## src/rtl/instr_fetch_unit.sv

```systemverilog
// Instruction fetch stage: loadable 32-entry instruction memory, program counter,
// one-bubble branch redirect, downstream stall and HALT-word freeze.
module instr_fetch_unit #(
   parameter int                 ADDR_W    = 5,
   parameter int                 DATA_W    = 32,
   parameter int                 DEPTH     = 32,
   parameter logic [DATA_W-1:0]  HALT_WORD = 32'hFFFF_FFFF
) (
   input  logic              clk,
   input  logic              rst,
   input  logic              load_en,
   input  logic [ADDR_W-1:0] load_addr,
   input  logic [DATA_W-1:0] load_data,
   input  logic              stall,
   input  logic              branch_taken,
   input  logic [ADDR_W-1:0] branch_target,
   output logic [ADDR_W-1:0] pc,
   output logic [DATA_W-1:0] instr,
   output logic              instr_valid,
   output logic              halted
);

   typedef enum logic [1:0] {
      S_RUN   = 2'd0,
      S_FLUSH = 2'd1,
      S_LOAD  = 2'd2,
      S_HALT  = 2'd3
   } state_t;

   state_t              state_q, state_d;
   logic [ADDR_W-1:0]   npc_q, npc_d;
   logic [ADDR_W-1:0]   pc_q, pc_d;
   logic [DATA_W-1:0]   instr_q, instr_d;
   logic                valid_q, valid_d;
   logic                halted_q, halted_d;
   logic [DATA_W-1:0]   mem_q [DEPTH];
   logic [DATA_W-1:0]   fetch_word;

   // Memory has no reset; contents survive rst and are only changed by loads.
   always_ff @(posedge clk) begin
      if (load_en) begin
         mem_q[load_addr] <= load_data;
      end
   end

   assign fetch_word = mem_q[npc_q];

   always_ff @(posedge clk) begin
      if (rst) begin
         state_q  <= S_RUN;
         npc_q    <= '0;
         pc_q     <= '0;
         instr_q  <= '0;
         valid_q  <= 1'b0;
         halted_q <= 1'b0;
      end else begin
         state_q  <= state_d;
         npc_q    <= npc_d;
         pc_q     <= pc_d;
         instr_q  <= instr_d;
         valid_q  <= valid_d;
         halted_q <= halted_d;
      end
   end

   always_comb begin
      state_d  = state_q;
      npc_d    = npc_q;
      pc_d     = pc_q;
      instr_d  = instr_q;
      valid_d  = valid_q;
      halted_d = halted_q;

      if (load_en) begin
         state_d  = S_LOAD;
         npc_d    = '0;
         pc_d     = '0;
         instr_d  = '0;
         valid_d  = 1'b0;
         halted_d = 1'b0;
      end else begin
         unique case (state_q)
            S_RUN, S_FLUSH: begin
               // A redirect wins over stall so it can never be dropped.
               if (branch_taken) begin
                  state_d = S_FLUSH;
                  npc_d   = branch_target;
                  instr_d = '0;
                  valid_d = 1'b0;
               end else if (!stall) begin
                  instr_d = fetch_word;
                  pc_d    = npc_q;
                  valid_d = 1'b1;
                  if (fetch_word == HALT_WORD) begin
                     state_d  = S_HALT;
                     halted_d = 1'b1;
                  end else begin
                     state_d = S_RUN;
                     npc_d   = npc_q + ADDR_W'(1);
                  end
               end
            end
            S_LOAD: begin
               state_d = S_RUN;
               npc_d   = '0;
            end
            S_HALT: begin
               valid_d = 1'b0;
            end
            default: state_d = S_RUN;
         endcase
      end
   end

   assign pc          = pc_q;
   assign instr       = instr_q;
   assign instr_valid = valid_q;
   assign halted      = halted_q;

endmodule

```

## config.mk

```make
export PLATFORM = sky130hd
export DESIGN_NAME = instr_fetch_unit
export DESIGN_NICKNAME = d
export VERILOG_FILES = /design/src/rtl/instr_fetch_unit.sv
export SDC_FILE = /design/constraint.sdc
export NUM_CORES = 1
export LEC_CHECK = 0
export ABC_AREA = 1
export BUFFER_PORTS_ARGS = -buffer_cell sky130_fd_sc_hd__buf_2
export CAP_MARGIN = 30
export CORE_MARGIN = 8
export CORE_UTILIZATION = 40
export CTS_CLUSTER_DIAMETER = 50
export DETAILED_ROUTE_END_ITERATION = 10
export HOLD_SLACK_MARGIN = 0.08
export SLEW_MARGIN = 25
export SYNTH_ARGS = -nofsm -noshare
export SYNTH_HDL_FRONTEND = slang
export SYNTH_SLANG_ARGS = --single-unit
```

## constraint.sdc

```tcl
create_clock -name clk -period 2.92 [get_ports clk]
set_input_delay 0.584 -clock clk [delete_from_list [all_inputs] [get_ports clk]]
set_output_delay 0.584 -clock clk [all_outputs]
set_load 0.05 [all_outputs]
```

# ---- After elaboration in Yosys (flattened, before gate mapping)
# Memory sizes are Yosys's and may differ from the RTL's. A register that Yosys moved wholly into a read port is not among the register bits.
# Index checks and enable logic that the tools add are counted.
dict set report word_totals {
  in_bits 47
  mem_bits_rw 1024
  elab_cells 50
  reg_bits 46
  memories 1
  output_inout_bits 39
}
dict set report op_classes {
  eq_ne 8
  n_reduce_logical 13
  n_addsub 1
  n_bitwise 2
  n_mux 18
}
# name depth word_bits read_ports rd_clocked_by_memory_dff wr line_no
set memory_table {}
lappend memory_table {mem_q 32 32 1 1 1 36} ;# logic [DATA_W-1:0] mem_q [DEPTH];
# cell n
set ops {}
lappend ops {{32-bit 2-to-1 mux} 2}
lappend ops {{32-bit equality test (second input constant)} 1}
lappend ops {{5-bit 2-to-1 mux} 5}
lappend ops {{5-bit one-hot mux with 2 select lines} 1}
lappend ops {{2-bit 2-to-1 mux} 4}
lappend ops {{2-bit AND reduction} 4}
lappend ops {{3-bit != test (second input constant)} 2}
lappend ops {{3-bit AND reduction} 2}
lappend ops {{5-bit by 1-bit adder with 5-bit output (second input constant)} 1}
lappend ops {{2-bit equality test (second input constant)} 2}
lappend ops {{1-bit 2-to-1 mux} 4}
lappend ops {{4-bit != test (second input constant)} 1}
lappend ops {{2-bit one-hot mux with 2 select lines} 1}
lappend ops {{4-bit AND reduction} 1}
lappend ops {{2-bit nonzero test} 2}
lappend ops {{2-bit OR reduction} 2}
lappend ops {{3-bit nonzero test} 1}
lappend ops {{2-bit by 1-bit equality test with 1-bit output (second input constant)} 1}
lappend ops {{2-bit zero test} 1}
lappend ops {{2-bit by 1-bit != test with 1-bit output (second input constant)} 1}
lappend ops {{1-bit inverter} 2}
lappend ops {{1-bit one-hot mux with 2 select lines} 1}

# ---- Depth between registers and ports, before layout
# Gate-level depths: netlist (run 1).
dict set report logic_depth {
  depth_word 7
  ltp_mapped 21
  ltp_nobuf 18
}

# ---- Worst setup path after synthesis (run 1)
# OpenSTA, ideal clock, no wires.
dict set report synth_timing {
  path_kind {input port to flip-flop}
  from {input port load_addr[0]}
  to {memory mem_q[8][0], enable pin}
  cell_stages 3
  required_time_ns 2.499
  setup_ns 0.421
  setup_slack_ns 0.260
  path_buffers 0
  arrival_time_ns 2.239
  path_cell_list {inv_1 -> nand3_1 -> nor2_1}
}
# element line_no
set synth_rtl {}
lappend synth_rtl {{from (decl)} 12} ;# input logic [ADDR_W-1:0] load_addr,
lappend synth_rtl {{to (decl)} 36}
# Straight into the memory's write port.

==> results of run 1 <==
## cells by family after synthesis
kind of cell | after synthesis
simple gates | 2411
flops | 1075
compound gates | 55
fa+ha+maj | 1
buf+inv | 254
## routing by layer
metal / vias up / part of all wire, % / track usage (%)
li1: 13724 / - / -
met1: 14862 / 42 / 29.57
met2: 1395 / 46 / 33.61
met3: 230 / 8.9 / 2.995
met4: 4 / 3.1 / 6.773
met5: - / 0.017 / 0
## what timing repair did
item / in CTS / in global routing
setup buffers: 2 / 10
resized for setup: 18 / 75
gates cloned: 3 / 17
pin swaps: 0 / 15
setup endpoints to repair: 11 / 12
hold buffers: 0 / 0
## registers in the layout, indices dropped and copies added, names as in the netlist, named ones only
name / cells
state_q: 2
pc: 5
halted: 1
instr: 32
instr_valid: 1
mem_q: 1024
npc_q: 5
## metrics by stage
| step | hold slack, ns | setup slack [ns] | setup TNS, ns | cells | utilization, % |
|---|---|---|---|---|---|
| 6_report | 0.1562 | 0.1350 | 0 | 5559 | 48.19 |
| 2_1_floorplan | 0.4764 | 0.2595 | 0 | 3796 | - |
| 4_1_cts | 0.1289 | 0.003670 | 0 | 5529 | 47.49 |
| 3_5_place_dp | 0.4527 | -0.1950 | -1.757 | 5304 | 43.70 |
| 3_3_place_gp | 0.4494 | -0.2082 | -1.751 | 5304 | 43.70 |
| 5_1_grt | 0.1308 | -0.01698 | -0.05776 | 5558 | 48.19 |
## layout by cell type, fill, tap and decap left out, types with 3 or more instances in the layout
| cell | n |
|---|---|
| nand2_1 | 1505 |
| buf_6 | 10 |
| nor2_1 | 26 |
| dfxtp_4 | 4 |
| nand2_4 | 5 |
| nand2_2 | 25 |
| inv_8 | 8 |
| inv_6 | 3 |
| a21oi_1 | 43 |
| o21ai_0 | 6 |
| edfxtp_1 | 1024 |
| nand4_1 | 3 |
| nor2_4 | 37 |
| clkinvlp_4 | 5 |
| buf_2 | 85 |
| buf_12 | 65 |
| buf_16 | 11 |
| dfxtp_1 | 46 |
| clkinv_1 | 23 |
| clkinv_2 | 19 |
| nand3_1 | 792 |
| clkbuf_1 | 27 |
| buf_8 | 3 |
| inv_1 | 18 |
| bufinv_16 | 16 |
| buf_4 | 162 |
| clkbuf_16 | 136 |
| diode_2 | 4 |
| and2_4 | 5 |
| nor2_2 | 7 |
## report_power, final
group          total [uW]  leakage [uW]  switching [uW]  internal, uW
registers           17200       0.00964            76.2         17100
clock network       15100       0.00192            6030          9030
logic                3030       0.00768            2030           991
total               35200        0.0192            8140         27100
## area by class of cell
cell class	count	area share [%]
clock inverter	71	1.548
inverter	25	0.2583
multi-input combinational	2467	20.69
clock buffer	149	6.009
antenna	4	0.01914
tap	1414	3.382
sequential	1075	60.77
timing repair buffer	352	7.286
timing repair inverter	2	0.04306
## how the worst max path moves through the flow
stage,endpoint,cells past startpoint,startpoint
2_1_floorplan,mem_q[8][0],3,load_addr[0]
3_3_place_gp,flip-flop,19,flip-flop
3_5_place_dp,flip-flop,19,flip-flop
4_1_cts,flip-flop,18,flip-flop
5_1_grt,npc_q[1],20,flip-flop
6_report,flip-flop,19,flip-flop
==> flow_summary.json, run 1 <==
{
  "dr.pass1.iters": 5,
  "fill_cells": 9496,
  "peakVddDrop_v": 0.0004908,
  "crit_chain": "buf_12 -> buf_4 -> clkbuf_16 -> buf_4 -> nand2_1 -> nand3_1 -> nand3_1 -> nand2_1 -> nand2_1 -> nand3_1 -> and2_4 -> nand2_2 -> nor2_1 -> nand2_1 -> nor2_4 -> nand3_4 -> a21oi_2 -> nor2_1 -> buf_4",
  "multi_input_area_sq_um": 10820,
  "fp-row-count": 121,
  "crit_slowest_cell": "dfxtp_4",
  "start_util_pct": 40.19,
  "leakage_uw": 0.01924,
  "die_w_um": 346.3,
  "first_iter_violations": 3350,
  "synth_fa_ha_area_share_pct": 0.02868,
  "die-area_sq_um": 119900,
  "async_reset_ff_share_pct": 0,
  "drive_gt1_share_pct": 14.97,
  "gp_congestion": 0.8459,
  "vias": 30215,
  "track_usage_pct": 21.00,
  "nNetsFinal": 4088,
  "drt-vias-per-instance": 5.435,
  "grt_start_max_net_pins": 146,
  "insertion_delay_ns": 0.69,
  "setup-violations-final": 0,
  "period_needed_ns": 2.785,
  "end_kind": "flip-flop",
  "grt_overflow": 0,
  "antenna_found_initial": 10,
  "crit_path_max_fanout": 8,
  "wl_per_cell_um": 23.96,
  "final_hold_viol_count": 0,
  "synth_xor_area_share_pct": 0,
  "avgSynthCellArea_sq_um": 11.49,
  "coreArea_sq_um": 108600,
  "grt_pass1_vias": 27930,
  "netlist-cell-type-count": 27,
  "synth_top_area_share_pct": 70.48,
  "synth_area_sq_um": 43630,
  "wl_um": 133200,
  "synth_area_leaders": "edfxtp_1, nand2_1, nand3_1",
  "crit_family": "simple AND/OR/NAND/NOR gates",
  "muxShareOfSynthArea_pct": 0,
  "syn2layout_area_growth_pct": 19.89,
  "die_y_um": 346.3,
  "hold_path_depth": 2,
  "ys_ff_latch": 1075,
  "whs_endpoint": "state_q[1]",
  "hold_class": "in -> reg",
  "grt_pass1_wl_um": 189400,
  "arrival_ns": 3.38,
  "synth_top_family_by_area": "simple AND/OR/NAND/NOR gates",
  "cp-start-kind": "flip-flop",
  "hpwl_um": 72770,
  "synthCells": 3796,
  "synth-compound-area-share_pct": 0.6653,
  "cts_root_buf": "clkbuf_16",
  "timing.final.crit_share_pct": 95.38,
  "worst-path-buf-inv": 5,
  "slew-limit-headroom_pct": 60.42,
  "cts_buffers": 117,
  "ys_seq_area_share_pct": 72.82,
  "ant_nets": 0,
  "synth_edf_count": 1024,
  "synth_flop_cell": "edfxtp_1",
  "run_status": "finished, final reports clean",
  "r2r_cells": 19,
  "timing.reg2reg.setup_slack_ns": 0.14,
  "skew_ns": 0.02252,
  "yosysMostFrequentCell": "nand2_1",
  "crit_top_cell": "nand2_1",
  "fmax_ghz": 0.3591,
  "drv_slew": 0,
  "clk_path_buf_depth": 3,
  "worstHoldStart": "rst",
  "synth_commonest_cells": "nand2_1, edfxtp_1, nand3_1",
  "crit_path_max_incr_delay_ns": 0.53,
  "clkTransAtPathRegs_ns": 0.06,
  "tightest_slew_ns": 0.5937,
  "synth_nets": 3844,
  "p_total_uw": 35240,
  "critical_path_class": "reg -> reg",
  "crit_required_ns": 3.51,
  "port_buffers": 85,
  "drcViolationCount": 0,
  "maxCapViolations": 0,
  "clkSinkCount": 1075,
  "yosysWarnings": 0,
  "cts_tree": "built",
  "htreeDepth": 3,
  "seqCellArea_sq_um": 31790,
  "design_area_sq_um": 52310,
  "yosys.area_share.simple_pct": 23.17,
  "synth_top_cell_by_area": "edfxtp_1",
  "io_pins": 86,
  "pwr_density_cell_nw_per_um2": 673.7,
  "postPlaceCellArea_sq_um": 47440
}
(Power assumes the default switching activity.)
==> inputs of run 2 (changes only) <==
CORE_UTILIZATION = 42   (was 40)
==> flow_summary.json, run 2 (synthesis gave the netlist of run 1 again) <==
{
  "hold_class": "in -> reg",
  "setup-violations-final": 0,
  "vias": 29996,
  "syn2layout_area_growth_pct": 17.96,
  "r2r_cells": 20,
  "die-area_sq_um": 114500,
  "nNetsFinal": 4036,
  "final_common_cell": "nand2_1",
  "hpwl_um": 70670,
  "gr-usage-met3_pct": 3.347,
  "leakage_uw": 0.01886,
  "hold_path_depth": 4,
  "cts_tree": "built",
  "crit_top_cell": "nand2_1",
  "grt_overflow": 0,
  "end_kind": "flip-flop",
  "largest_reg_flops": 1024,
  "drt-vias-per-instance": 5.481,
  "critical_path_class": "reg -> reg",
  "slew-limit-headroom_pct": 56.30,
  "final_hold_viol_count": 0,
  "postPlaceCellArea_sq_um": 46980,
  "grt_pass1_wl_um": 189800,
  "cts_buffers": 118,
  "crit_chain": "buf_12 -> inv_8 -> buf_16 -> nand2_1 -> nand3_1 -> nand3_1 -> nand2_1 -> nand2_1 -> nand2_1 -> nand2_1 -> nand2_2 -> nand2_1 -> nor2_1 -> nand2_1 -> nor2_2 -> nand3_2 -> nand2_4 -> nand2_2 -> nand2_1 -> nor2_2",
  "design_area_sq_um": 51470,
  "insertion_delay_ns": 0.70,
  "die_y_um": 338.3,
  "use_met1_pct": 31.36,
  "crit_slowest_cell": "dfxtp_4",
  "grt_setup_unrepaired": "yes",
  "arrival_ns": 3.42,
  "skew_ns": 0.03338,
  "port_buffers": 85,
  "first_iter_violations": 3546,
  "cts_root_buf": "clkbuf_16",
  "fp-row-count": 118,
  "coreArea_sq_um": 103300,
  "peakVddDrop_v": 0.0004836,
  "wl_per_cell_um": 24.11,
  "gp_congestion": 0.8157,
  "htreeDepth": 3,
  "pwr_density_cell_nw_per_um2": 675.6,
  "worstHoldStart": "stall",
  "grt_pass1_vias": 27866,
  "fmax_ghz": 0.3535,
  "die_w_um": 338.3,
  "crit_family": "simple AND/OR/NAND/NOR gates",
  "final_cell_mix": "nand2_1, edfxtp_1, nand3_1",
  "cp_num_cells": 20,
  "crit_path_max_fanout": 21,
  "setup_tns_ns": 0,
  "maxCapViolations": 0,
  "drcViolationCount": 0,
  "met2_usage_pct": 34.28,
  "worst-path-buf-inv": 3,
  "crit_path_max_incr_delay_ns": 0.37,
  "track_usage_pct": 21.93,
  "top_usage_layer": "met2",
  "io_pins": 86,
  "clk_path_buf_depth": 3,
  "period_needed_ns": 2.829,
  "antenna_found_initial": 4,
  "wl_um": 132000,
  "grt_start_max_net_pins": 62,
  "crit_required_ns": 3.51,
  "drv_slew": 0,
  "start_util_pct": 42.22,
  "tightest_slew_ns": 0.6556,
  "run_status": "finished, final reports clean",
  "ant_nets": 0,
  "timing.reg2reg.setup_slack_ns": 0.09,
  "max_flop_register": "mem_q",
  "dr.pass1.iters": 8,
  "clkSinkCount": 1075,
  "clkTransAtPathRegs_ns": 0.06,
  "cp-start-kind": "flip-flop",
  "drive_gt1_share_pct": 13.57,
  "timing.final.crit_share_pct": 96.89
}
[run 2: changes by cell type in the layout (fill, tap and decap cells not counted), sizes merged]
cell / delta
buf: -48
bufbuf: +1
bufinv: -5
clkbuf: -11
clkinv: +7
clkinvlp: +3
diode: -1
dlygate4sd3: +1
inv: +1
[run 2: routing by layer]
layer  wire length, um  share of wire, %  up-vias
met5                 0                 0        -
met4              4318               3.3        0
met3             11650               8.8      251
met2             60280                46     1475
met1             55700                42    14658
li1                  -                 -    13612
[run 2: power by group]
group | total (uW) | internal, uW | switching (uW)
logic | 2880 | 892 | 1980
clock network | 14700 | 8620 | 6130
registers | 17100 | 17100 | 68.3
total | 34800 | 26600 | 8180
[run 2: stage by stage]
| step | utilization, % | std cells | total power, uW | hold WS [ns] | worst slack, ns |
|---|---|---|---|---|---|
| floorplan | - | 3796 | 18930 | 0.4764 | 0.2595 |
| global placement | 45.46 | 5228 | 20130 | 0.4438 | -0.09780 |
| detailed placement | 45.46 | 5228 | 20150 | 0.4548 | -0.08168 |
| CTS | 49.43 | 5459 | 34830 | 0.2295 | 0.01524 |
| global route | 49.80 | 5473 | 35760 | 0.2869 | -0.06810 |
| finish | 49.80 | 5473 | 34770 | 0.2735 | 0.09086 |
[run 2: worst min path at each step]
stage,end
after floorplan,pc[4]
after CTS,state_q[1]
after global placement,halted
final,state_q[1]
after detailed placement,instr[17]
after global routing,pc[2]
[run 2: final cells by class]
type	instances	area, sq um
clock inverter	77	723.2
inverter	25	133.9
clock buffer	145	3139
multi-input combinational	2467	10710
sequential	1075	31790
timing repair buffer	299	3212
antenna	3	7.507
timing repair inverter	2	27.53
tap	1380	1727
fill	9035	51880
[run 2: what timing repair did]
action                                  in CTS  in global routing
setup buffers                                4                  2
hold endpoints to repair                     1                  0
endpoints found under the setup margin      10                 10
pin swaps                                    0                  3
hold buffers                                 1                  0
resized for setup                           12                 32
cloned                                       4                  9
[run 2: worst register-to-register path, stage by stage, from the launching register on]
cell and delay [ns]:
dfxtp_4 0.37, buf_12 0.18, inv_8 0.18, buf_16 0.18
nand2_1 0.08, nand3_1 0.07, nand3_1 0.07, nand2_1 0.09
nand2_1 0.10, nand2_1 0.12, nand2_1 0.08, nand2_2 0.19
nand2_1 0.12, nor2_1 0.11, nand2_1 0.07, nor2_2 0.15
nand3_2 0.13, nand2_4 0.19, nand2_2 0.06, nand2_1 0.09
nor2_2 0.06
